## config.mk

```make
export PLATFORM = sky130hd
export DESIGN_NAME = nh_lcd_sequencer
export DESIGN_NICKNAME = d
export VERILOG_FILES = /design/src/rtl/nh_lcd_sequencer.sv
export SDC_FILE = /design/constraint.sdc
export NUM_CORES = 1
export LEC_CHECK = 0
export ABC_AREA = 1
export BUFFER_PORTS_ARGS = -buffer_cell sky130_fd_sc_hd__buf_2
export CAP_MARGIN = 20
export CORE_UTILIZATION = 50
export DETAILED_ROUTE_END_ITERATION = 8
export GPL_TIMING_DRIVEN = 0
export PLACE_DENSITY = 0.71
export REMOVE_ABC_BUFFERS = 1
export SLEW_MARGIN = 30
export SYNTH_ARGS = -nofsm -noshare
export SYNTH_HDL_FRONTEND = slang
export SYNTH_SLANG_ARGS = --single-unit
```

## constraint.sdc

```tcl
create_clock -name clk -period 9.06 [get_ports clk]
set_clock_uncertainty 0.05 [all_clocks]
set_input_delay 1.359 -clock clk [delete_from_list [all_inputs] [get_ports clk]]
set_output_delay 1.359 -clock clk [all_outputs]
set_load 0.02 [all_outputs]
```

## src/rtl/nh_lcd_sequencer.sv

```systemverilog
// nh_lcd_sequencer
//
// Bring-up and frame-write sequencer for the NH LCD byte-wide command path.
// A start pulse optionally pulses the panel reset, plays a host-loaded init
// script (command / parameter / delay / end entries), programs the column and
// page window, issues memory-write and then hands the bus to the pixel data
// writer until the frame-end pulse arrives.
//
// Ports
//   clk, rst              clock, synchronous active-high reset
//   i_start               begin a sequence (ignored while o_busy)
//   i_frame_only          sampled with i_start: skip reset and script
//   i_script_we/addr/data script RAM write port; entry = {op[1:0], byte[7:0]}
//                         op 00 cmd, 01 param, 10 delay (byte*256 cycles), 11 end
//   i_width, i_height     frame size in pixels, sampled with i_start
//   i_frame_end           frame pixels delivered (only honoured while streaming)
//   o_busy, o_done        sequence active / one-cycle completion pulse
//   o_error               sticky timeout or zero-dimension flag
//   o_reset_display       panel reset to the datapath
//   o_data_command_mode   1 while the pixel data writer owns the bus
//   o_cmd_write_stb       one-cycle byte strobe; o_cmd_rs/o_cmd_data hold after
//   i_cmd_finished        datapath byte-complete handshake
//   o_num_pixels          width*height latched at the accepted start
//
// RESET_CYCLES and WAKE_CYCLES must be at least 1.

module nh_lcd_sequencer #(
    parameter int unsigned RESET_CYCLES   = 100,
    parameter int unsigned WAKE_CYCLES    = 1000,
    parameter int unsigned SCRIPT_AW      = 4,
    parameter int unsigned TIMEOUT_CYCLES = 1024
) (
    input  logic                 clk,
    input  logic                 rst,
    input  logic                 i_start,
    input  logic                 i_frame_only,
    input  logic                 i_script_we,
    input  logic [SCRIPT_AW-1:0] i_script_addr,
    input  logic [9:0]           i_script_data,
    input  logic [15:0]          i_width,
    input  logic [15:0]          i_height,
    input  logic                 i_frame_end,
    output logic                 o_busy,
    output logic                 o_done,
    output logic                 o_error,
    output logic                 o_reset_display,
    output logic                 o_data_command_mode,
    output logic                 o_cmd_write_stb,
    output logic                 o_cmd_rs,
    output logic [7:0]           o_cmd_data,
    input  logic                 i_cmd_finished,
    output logic [31:0]          o_num_pixels
);

    localparam int unsigned ScriptDepth = 2 ** SCRIPT_AW;

    localparam logic [1:0] OpCmd   = 2'b00;
    localparam logic [1:0] OpParam = 2'b01;
    localparam logic [1:0] OpDelay = 2'b10;
    localparam logic [1:0] OpEnd   = 2'b11;

    // Index of the last window byte (0x2C memory-write).
    localparam logic [3:0] WinLast = 4'd10;

    typedef enum logic [3:0] {
        StIdle,
        StZeroDim,
        StRstAssert,
        StRstWait,
        StFetch,
        StDecode,
        StCmdWait,
        StDelay,
        StWinIssue,
        StWinWait,
        StStream
    } state_e;

    state_e               state_q, state_d;
    logic [31:0]          cnt_q, cnt_d;
    logic [SCRIPT_AW-1:0] ptr_q, ptr_d;
    logic [3:0]           win_idx_q, win_idx_d;
    logic [15:0]          width_q, width_d;
    logic [15:0]          height_q, height_d;
    logic                 busy_q, busy_d;
    logic                 done_q, done_d;
    logic                 error_q, error_d;
    logic                 reset_display_q, reset_display_d;
    logic                 dcm_q, dcm_d;
    logic                 stb_q, stb_d;
    logic                 rs_q, rs_d;
    logic [7:0]           data_q, data_d;
    logic [31:0]          num_pixels_q, num_pixels_d;

    // ------------------------------------------------------------------
    // Script RAM: synchronous read, read-before-write on an address clash.
    // Contents deliberately survive rst.
    // ------------------------------------------------------------------
    logic [9:0] script_mem [ScriptDepth];
    logic [9:0] rd_data_q;

    always_ff @(posedge clk) begin
        if (i_script_we) begin
            script_mem[i_script_addr] <= i_script_data;
        end
        rd_data_q <= script_mem[ptr_q];
    end

    logic [1:0] rd_op;
    logic [7:0] rd_byte;
    assign rd_op   = rd_data_q[9:8];
    assign rd_byte = rd_data_q[7:0];

    // ------------------------------------------------------------------
    // Window byte table: CASET, PASET (start 0, end = size-1), RAMWR.
    // ------------------------------------------------------------------
    logic [15:0] w_last;
    logic [15:0] h_last;
    logic [7:0]  win_byte;
    logic        win_rs;

    assign w_last = width_q - 16'd1;
    assign h_last = height_q - 16'd1;

    always_comb begin
        win_byte = 8'h00;
        win_rs   = 1'b1;
        case (win_idx_q)
            4'd0: begin
                win_byte = 8'h2A;
                win_rs   = 1'b0;
            end
            4'd3:  win_byte = w_last[15:8];
            4'd4:  win_byte = w_last[7:0];
            4'd5: begin
                win_byte = 8'h2B;
                win_rs   = 1'b0;
            end
            4'd8:  win_byte = h_last[15:8];
            4'd9:  win_byte = h_last[7:0];
            4'd10: begin
                win_byte = 8'h2C;
                win_rs   = 1'b0;
            end
            default: ;
        endcase
    end

    // ------------------------------------------------------------------
    // Handshake qualifiers shared by the script and window byte waits.
    // A finished seen in the strobe cycle belongs to the previous byte.
    // ------------------------------------------------------------------
    logic fin_ok;
    logic timed_out;
    logic ptr_last;

    assign fin_ok    = i_cmd_finished && !stb_q;
    assign timed_out = (cnt_q == TIMEOUT_CYCLES);
    assign ptr_last  = &ptr_q;

    // ------------------------------------------------------------------
    // Next-state and registered-output logic
    // ------------------------------------------------------------------
    always_comb begin
        state_d         = state_q;
        cnt_d           = cnt_q;
        ptr_d           = ptr_q;
        win_idx_d       = win_idx_q;
        width_d         = width_q;
        height_d        = height_q;
        busy_d          = busy_q;
        done_d          = 1'b0;
        error_d         = error_q;
        reset_display_d = reset_display_q;
        dcm_d           = dcm_q;
        stb_d           = 1'b0;
        rs_d            = rs_q;
        data_d          = data_q;
        num_pixels_d    = num_pixels_q;

        unique case (state_q)
            StIdle: begin
                if (i_start) begin
                    width_d      = i_width;
                    height_d     = i_height;
                    num_pixels_d = 32'(i_width) * 32'(i_height);
                    error_d      = 1'b0;
                    busy_d       = 1'b1;
                    cnt_d        = 32'd0;
                    ptr_d        = '0;
                    win_idx_d    = 4'd0;
                    if (i_width == 16'd0 || i_height == 16'd0) begin
                        state_d = StZeroDim;
                    end else if (i_frame_only) begin
                        state_d = StWinIssue;
                    end else begin
                        reset_display_d = 1'b1;
                        state_d         = StRstAssert;
                    end
                end
            end

            StZeroDim: begin
                error_d = 1'b1;
                busy_d  = 1'b0;
                state_d = StIdle;
            end

            StRstAssert: begin
                if (cnt_q == RESET_CYCLES - 1) begin
                    reset_display_d = 1'b0;
                    cnt_d           = 32'd0;
                    state_d         = StRstWait;
                end else begin
                    cnt_d = cnt_q + 32'd1;
                end
            end

            StRstWait: begin
                if (cnt_q == WAKE_CYCLES - 1) begin
                    ptr_d   = '0;
                    state_d = StFetch;
                end else begin
                    cnt_d = cnt_q + 32'd1;
                end
            end

            // RAM address is ptr_q; data appears in rd_data_q next cycle.
            StFetch: begin
                state_d = StDecode;
            end

            StDecode: begin
                unique case (rd_op)
                    OpCmd, OpParam: begin
                        stb_d   = 1'b1;
                        data_d  = rd_byte;
                        rs_d    = rd_op[0];
                        cnt_d   = 32'd0;
                        state_d = StCmdWait;
                    end
                    OpDelay: begin
                        if (rd_byte == 8'd0) begin
                            ptr_d   = ptr_last ? ptr_q : ptr_q + SCRIPT_AW'(1);
                            state_d = ptr_last ? StWinIssue : StFetch;
                        end else begin
                            // Down-counter: the state lasts exactly byte*256 cycles.
                            cnt_d   = {16'h0000, rd_byte, 8'h00};
                            state_d = StDelay;
                        end
                    end
                    OpEnd: begin
                        state_d = StWinIssue;
                    end
                    default: state_d = StWinIssue;
                endcase
            end

            StCmdWait: begin
                if (fin_ok) begin
                    // Running off the end of the RAM falls through to the window.
                    ptr_d   = ptr_last ? ptr_q : ptr_q + SCRIPT_AW'(1);
                    state_d = ptr_last ? StWinIssue : StFetch;
                end else if (timed_out) begin
                    error_d = 1'b1;
                    busy_d  = 1'b0;
                    state_d = StIdle;
                end else begin
                    cnt_d = cnt_q + 32'd1;
                end
            end

            StDelay: begin
                if (cnt_q == 32'd1) begin
                    ptr_d   = ptr_last ? ptr_q : ptr_q + SCRIPT_AW'(1);
                    state_d = ptr_last ? StWinIssue : StFetch;
                end else begin
                    cnt_d = cnt_q - 32'd1;
                end
            end

            StWinIssue: begin
                stb_d   = 1'b1;
                data_d  = win_byte;
                rs_d    = win_rs;
                cnt_d   = 32'd0;
                state_d = StWinWait;
            end

            StWinWait: begin
                if (fin_ok) begin
                    if (win_idx_q == WinLast) begin
                        dcm_d   = 1'b1;
                        state_d = StStream;
                    end else begin
                        win_idx_d = win_idx_q + 4'd1;
                        state_d   = StWinIssue;
                    end
                end else if (timed_out) begin
                    error_d = 1'b1;
                    busy_d  = 1'b0;
                    state_d = StIdle;
                end else begin
                    cnt_d = cnt_q + 32'd1;
                end
            end

            StStream: begin
                if (i_frame_end) begin
                    dcm_d   = 1'b0;
                    done_d  = 1'b1;
                    busy_d  = 1'b0;
                    state_d = StIdle;
                end
            end

            default: begin
                state_d = StIdle;
            end
        endcase
    end

    always_ff @(posedge clk) begin
        if (rst) begin
            state_q         <= StIdle;
            cnt_q           <= 32'd0;
            ptr_q           <= '0;
            win_idx_q       <= 4'd0;
            width_q         <= 16'd0;
            height_q        <= 16'd0;
            busy_q          <= 1'b0;
            done_q          <= 1'b0;
            error_q         <= 1'b0;
            reset_display_q <= 1'b0;
            dcm_q           <= 1'b0;
            stb_q           <= 1'b0;
            rs_q            <= 1'b0;
            data_q          <= 8'd0;
            num_pixels_q    <= 32'd0;
        end else begin
            state_q         <= state_d;
            cnt_q           <= cnt_d;
            ptr_q           <= ptr_d;
            win_idx_q       <= win_idx_d;
            width_q         <= width_d;
            height_q        <= height_d;
            busy_q          <= busy_d;
            done_q          <= done_d;
            error_q         <= error_d;
            reset_display_q <= reset_display_d;
            dcm_q           <= dcm_d;
            stb_q           <= stb_d;
            rs_q            <= rs_d;
            data_q          <= data_d;
            num_pixels_q    <= num_pixels_d;
        end
    end

    assign o_busy              = busy_q;
    assign o_done              = done_q;
    assign o_error             = error_q;
    assign o_reset_display     = reset_display_q;
    assign o_data_command_mode = dcm_q;
    assign o_cmd_write_stb     = stb_q;
    assign o_cmd_rs            = rs_q;
    assign o_cmd_data          = data_q;
    assign o_num_pixels        = num_pixels_q;

endmodule

```

==> metrics.yaml, run 1 <==
outcome:
  status: "finished, final reports clean"
floorplanning:
  core_area_um2: 47950
  dieArea_um2: 49630
  io_pins: 100
  die_width_um: 222.8
  num_rows: 80
  die_h_um: 222.8
  initial_utilization: 0.5083
worst_hold_path:
  worstHoldPathType: "reg -> reg"
  holdPathEnd: "o_data_command_mode$_SDFFE_PP0P_"
  min_path_cells: 2
  min_from: "o_data_command_mode$_SDFFE_PP0P_"
route:
  firstDrtPassIters: 7
  via_per_inst: 5.414
  routed_wirelength_mm: 65.27
  drtIter0Drc: 1682
  ant_nets: 0
  route.detailed.drc: 0
  vias: 21190
  avgRoutedWirePerCell_um: 16.68
grt:
  grt_pass1_vias: 20790
  grtUsageTotal: 0.2694
  overflow: 0
  antenna_found_initial: 1
  grt_max_degree: 82
  grt_pass1_wl_mm: 107.0
critical_path:
  r2r_slack_ns: 6.40
  r2r_cells: 11
  crit_path_start_kind: "input port"
  r2r-end: "cnt_q[25]$_SDFFE_PP0P_"
  worstReg2RegStart: "cnt_q[0]$_SDFFE_PP0P_"
  critical_path_peak_fanout: 18
  required_ns: 9.46
  worstSetupEndpointType: "flip-flop"
  critPathKind: "in -> reg"
  crit_arrival_ns: 6.88
timing:
  fin_crit_ns: 6.480
  setup_viol: 0
  slew_headroom: 0.3294
  slew_viol_final: 0
  period_share: 0.7153
  hold_violations: 0
  worst_pin_slew_ns: 1.002
  rsz0062_at_grt: "false"
  fmax_mhz: 154.3
  timing.setup.tns_ns: 0
  fin_hold_ws_ns: 0.3935
logic_synthesis:
  async_flop_share: 0
  synth-seq-cells: 293
  synth_ff_type: "edfxtp_1"
  synth_mux_area_frac: 0
  yosys_warnings: 0
  synth_cell_types: 41
  synth_simple_gate_area_frac: 0.2586
  synth_compound_area_frac: 0.09328
  synth.avg_cell_area_um2: 7.397
  synthXorXnorAreaFrac: 0.008265
  synth_cells: 3295
  synth_top_family_by_area: "simple AND/OR/NAND/NOR gates"
  synth_sequential_area_ratio: 0.3064
  synth_fa_ha_area_frac: 0.2184
  netlist_area_um2: 24370
  synth_edf_count: 160
clocking:
  cts_resized: 0
  post_cts_buffers: 0
  numCtsBuffers: 34
  cts_root_buf: "clkbuf_16"
  cts_tree: "built"
  path_clk_slew_ns: 0.06
  clk_path_buf_depth: 3
  clock_latency_ns: 0.55
  htreeDepth: 2
  hold_buffers: 0
  cts.sinks: 293
layout:
  syn_to_final_growth_pct: 7.870
  drive_above_1_share: 0.06610
  fin_nets: 3638
  fin_util: 0.5483
placed_design:
  dpl.hpwl_mm: 46.11
  finalWeightedCongestion: 0.9661
  io_buffers: 99
run:
  maxCapViolCount: 0
pwr:
  report.power.total_w: 0.009103
  vdd_drop_max_v: 0.0003440
  p_leak_nw: 12.65
  power_density_nw_per_um2: 346.3
[flip-flops by register name, summed over array words and instances, names as in the netlist]
signal	cells
o_num_pixels	32
rd_data_q	10
o_cmd_write_stb	1
o_data_command_mode	1
ptr_q	4
height_q	16
o_error	1
script_mem	160
win_idx_q	4
o_done	1
o_busy	1
o_reset_display	1
state_q	4
width_q	16
cnt_q	32
o_cmd_rs	1
o_cmd_data	8
[Yosys cell counts (2+ instances only)]
library cell,count,share of area
edfxtp_1,160,0.20
inv_1,551,0.085
o21a_1,13,0.0040
a31oi_1,2,0.00051
inv_2,10,0.0015
o21ai_0,203,0.042
buf_4,5,0.0015
nand2_2,8,0.0021
o21ai_1,3,0.00062
xor2_1,17,0.0061
nand2_1,820,0.13
a21oi_1,135,0.028
o21bai_1,9,0.0028
clkinv_1,4,0.00062
o211ai_1,9,0.0028
or2_2,7,0.0018
nand4_1,35,0.0090
ha_1,115,0.059
nor4_1,3,0.00077
fa_1,194,0.16
buf_2,28,0.0057
nor2_4,4,0.0018
buf_6,4,0.0018
xnor2_1,6,0.0022
nand3_1,245,0.050
clkbuf_1,122,0.019
o22ai_1,24,0.0062
nor2_2,19,0.0049
nor3_1,14,0.0029
nor3b_1,2,0.00062
o221ai_1,16,0.0057
nand3b_1,5,0.0015
dfxtp_1,133,0.11
nor2_1,363,0.056
[worst max-delay path by stage]
stage | cells after the start | start | endpoint
final | 21 | i_width[9] | o_num_pixels[23]$_SDFFE_PP0P_
after global routing | 21 | i_width[10] | o_num_pixels[21]$_SDFFE_PP0P_
after CTS | 23 | i_height[7] | o_num_pixels[28]$_SDFFE_PP0P_
after detailed placement | 23 | i_height[7] | o_num_pixels[28]$_SDFFE_PP0P_
after global placement | 23 | i_width[7] | o_num_pixels[20]$_SDFFE_PP0P_
after floorplan | 22 | i_width[7] | o_num_pixels[20]$_SDFFE_PP0P_
[logic make-up after synthesis]
kind of cell	after synthesis
xor+xnor	23
simple gates	1527
flops	293
compound gates	418
buf+inv	725
fa+ha+maj	309
[worst max-delay path: stages]
cell and delay (ns):
buf_2 0.41, nand2_1 0.16, fa_1 0.56, inv_1 0.06
fa_1 0.48, fa_1 0.58, fa_1 0.43, fa_1 0.56
inv_1 0.07, fa_1 0.52, inv_1 0.07, ha_1 0.40
nand2_1 0.18, nor2_1 0.16, inv_1 0.10, nor3_1 0.25
nand4_1 0.17, nand4_1 0.12, nand3_1 0.13, nand2_1 0.09
inv_1 0.04
[metal layers]
layer / global-route usage / wire (µm)
met1: 0.3697 / 29100
met2: 0.4398 / 29830
met5: 0 / 0
met3: 0.03716 / 4579
met4: 0.08654 / 1762
[stage by stage]
stage	instances	cell area, µm²	setup slack, ns
final	3914	26290	2.580
after global routing	3914	26290	2.282
after CTS	3913	26270	2.635
after detailed placement	3855	25150	2.095
after global placement	3849	24950	1.955
after floorplan	3135	23690	3.084
[final cells by class]
type | instances | area (µm²)
clock inverter | 18 | 241.5
multi-input combinational | 2277 | 14140
timing repair buffer | 105 | 648.1
sequential | 293 | 7472
inverter | 565 | 2131
clock buffer | 40 | 883.3
tap | 615 | 769.5
fill | 4564 | 21660
antenna | 1 | 2.502
[cells in the final DEF, fill, tap and decap left out, types with 4 or more instances in the layout]
cell,synthesis,final
fa_1,194,194
bufinv_16,0,4
clkbuf_1,122,5
nand4_1,35,35
xor2_1,17,17
o22ai_1,24,24
buf_2,28,98
o221ai_1,16,16
buf_16,0,4
clkbuf_16,0,34
o21ai_0,203,203
ha_1,115,115
edfxtp_1,160,160
clkinv_1,4,7
nor3_1,14,14
xnor2_1,6,6
o211ai_1,9,9
nand2_1,820,819
nand3b_1,5,5
or2_2,7,7
nand2_2,8,9
nor2_2,19,26
nand3_1,245,245
nor2_4,4,7
o21a_1,13,13
inv_2,10,9
a21oi_1,135,135
o21bai_1,9,9
dfxtp_1,133,131
nor2_1,363,353
inv_1,551,550
[where the power goes]
| group | total [W] | switching [W] | internal [W] | leakage (nW) |
|---|---|---|---|---|
| clock network | 0.00140 | 0.000576 | 0.000822 | 0.541 |
| logic | 0.00601 | 0.00400 | 0.00201 | 9.57 |
| registers | 0.00169 | 0.000129 | 0.00156 | 2.54 |
| total | 0.00910 | 0.00470 | 0.00440 | 12.7 |
No activity file was read; power rests on OpenSTA's default activity.
==> inputs of run 2 (changes only) <==
PLACE_DENSITY = 0.73   (was 0.71)
clock period = 5.6 ns   (was 9.06 ns; I/O delays follow)
==> metrics.yaml, run 2 (synthesis results as in run 1) <==
outcome:
  status: "finished, final reports clean"
clocking:
  cts_tree: "built"
  path_clk_slew_ns: 0.06
  post_cts_buffers: 0
  clk_path_buf_depth: 3
  cts_root_buf: "clkbuf_16"
  htreeDepth: 1
  clock_latency_ns: 0.59
  cts.sinks: 293
  numCtsBuffers: 31
  hold_buffers: 0
route:
  ant_nets: 0
  avgRoutedWirePerCell_um: 16.50
  routed_wirelength_mm: 64.56
  drtIter0Drc: 1790
  via_per_inst: 5.381
  firstDrtPassIters: 6
  route.detailed.drc: 0
  vias: 21060
timing:
  fin_crit_ns: 5.481
  period_share: 0.9788
  fmax_mhz: 182.4
  fin_hold_ws_ns: 0.3978
  timing.final.ws_setup_ns: 0.1190
  slew_headroom: 0.3552
  slew_viol_final: 0
  setup_viol: 0
  worst_pin_slew_ns: 0.9636
  hold_violations: 0
placed_design:
  finalWeightedCongestion: 0.9473
  io_buffers: 99
  pre_cts_ws_ns: -0.8841
  dpl.hpwl_mm: 45.40
grt:
  grt_pass1_vias: 20210
  antenna_found_initial: 2
  grt_max_degree: 82
  grt_pass1_wl_mm: 105.0
  grtUsageTotal: 0.2634
  overflow: 0
pwr:
  power_frac_comb: 0.693
  swShare: 0.5210
  power_density_nw_per_um2: 595.5
  p_leak_nw: 12.66
  p_clk_frac: 0.133
  internal-power_w: 0.007574
  seqPwrFrac: 0.174
  report.power.total_w: 0.01581
  p_sw_w: 0.008238
  vdd_drop_max_v: 0.0007074
critical_path:
  critPathKind: "in -> reg"
  r2r_cells: 9
  cp_slowest_cell: "fa_1"
  crit_arrival_ns: 5.93
  cp_top_family: "adder cells"
  r2r-end: "cnt_q[6]$_SDFFE_PP0P_"
  cp_common_cell: "fa_1"
  r2r_slack_ns: 2.80
  cp-endpoint: "o_num_pixels[20]$_SDFFE_PP0P_"
  required_ns: 6.05
  critical_path_peak_fanout: 18
  critical_path_buf_inv_count: 6
  crit_path_start_kind: "input port"
  crit_cells: 21
  worstReg2RegStart: "state_q[2]$_SDFFE_PP0P_"
  crit_chain: "buf_4 -> nand2_1 -> fa_1 -> fa_1 -> fa_1 -> inv_1 -> fa_1 -> fa_1 -> inv_1 -> fa_1 -> inv_1 -> ha_4 -> nand2_2 -> nor2_4 -> inv_1 -> nor3_4 -> nand4_1 -> nand4_1 -> nand3_1 -> nand2_1 -> inv_1"
  critical_path.startpoint: "i_height[3]"
  slowest_delay_ns: 0.57
  worstSetupEndpointType: "flip-flop"
worst_hold_path:
  min_from: "o_data_command_mode$_SDFFE_PP0P_"
  worstHoldPathType: "reg -> reg"
floorplanning:
  io_pins: 100
  die_width_um: 222.8
  die_h_um: 222.8
  core_area_um2: 47950
  initial_utilization: 0.5083
  num_rows: 80
  dieArea_um2: 49630
layout:
  fin_nets: 3634
  multiInputGateArea_um2: 14340
  seq_area_um2: 7472
  n_fill_cell: 4437
  drive_above_1_share: 0.07522
  syn_to_final_growth_pct: 8.943
  final_cell_mix: "813 x nand2_1, 550 x inv_1, 343 x nor2_1"
  regMostFlops: "script_mem"
  largest_reg_flops: 160
  layout_commonest_cell: "nand2_1"
run:
  maxCapViolCount: 0
[run 2: power groups by stage]
stage	Combinational (W)	Sequential, W	Clock [W]
floorplan	0.00660	0.00285	0
global placement	0.00933	0.00280	0
detailed placement	0.00944	0.00278	0
CTS	0.00956	0.00274	0.00214
global route	0.0122	0.00277	0.00222
finish	0.0110	0.00274	0.00210
[run 2: area by class of cell]
class	count	share of cell area
tap	615	0.02898
inverter	565	0.08025
clock inverter	24	0.009283
clock buffer	34	0.02964
sequential	293	0.2814
antenna	1	0.00009425
timing repair buffer	104	0.03011
multi-input combinational	2277	0.5402
[run 2: how the worst min path moves through the flow]
stage / endpoint / slack, ns / cells after the start
after CTS: o_data_command_mode$_SDFFE_PP0P_ / 0.40 / 2
after detailed placement: o_data_command_mode$_SDFFE_PP0P_ / 0.39 / 2
after global placement: o_data_command_mode$_SDFFE_PP0P_ / 0.38 / 2
after global routing: o_data_command_mode$_SDFFE_PP0P_ / 0.43 / 2
final: o_data_command_mode$_SDFFE_PP0P_ / 0.40 / 2
after floorplan: width_q[15]$_SDFFE_PP0P_ / 0.40 / 2
[run 2: worst register-to-register path: stages, from the launching register on]
cell and delay (ns):
dfxtp_1 0.40, inv_2 0.10, nand3_1 0.14, nor2_4 0.55, inv_1 0.24, nand3_1 0.15, nor2_1 0.10, nor2_4 0.70
nand2_1 0.13, a21oi_1 0.18
[run 2: per-layer routing]
layer	track usage	vias to the layer above	part of all wire
li1	-	10300	-
met1	0.3632	9812	0.44
met2	0.4167	816	0.45
met3	0.05144	128	0.083
met4	0.08098	2	0.029
met5	0.009775	-	0.00020
[run 2: stage by stage]
stage | cell area, µm² | instances | TNS (ns) | util
6_report | 26550 | 3913 | 0 | 0.5538
5_1_grt | 26550 | 3913 | -0.1107 | 0.5538
4_1_cts | 26230 | 3912 | 0 | 0.5470
3_5_place_dp | 25130 | 3854 | -13.17 | 0.5241
3_3_place_gp | 24950 | 3849 | -14.64 | 0.5204
2_1_floorplan | 23690 | 3135 | 0 | -
[run 2: repair_timing]
item,4_1_cts,5_1_grt
setup endpoints to repair,14,19
gates resized for setup,24,87
pin swaps,0,3
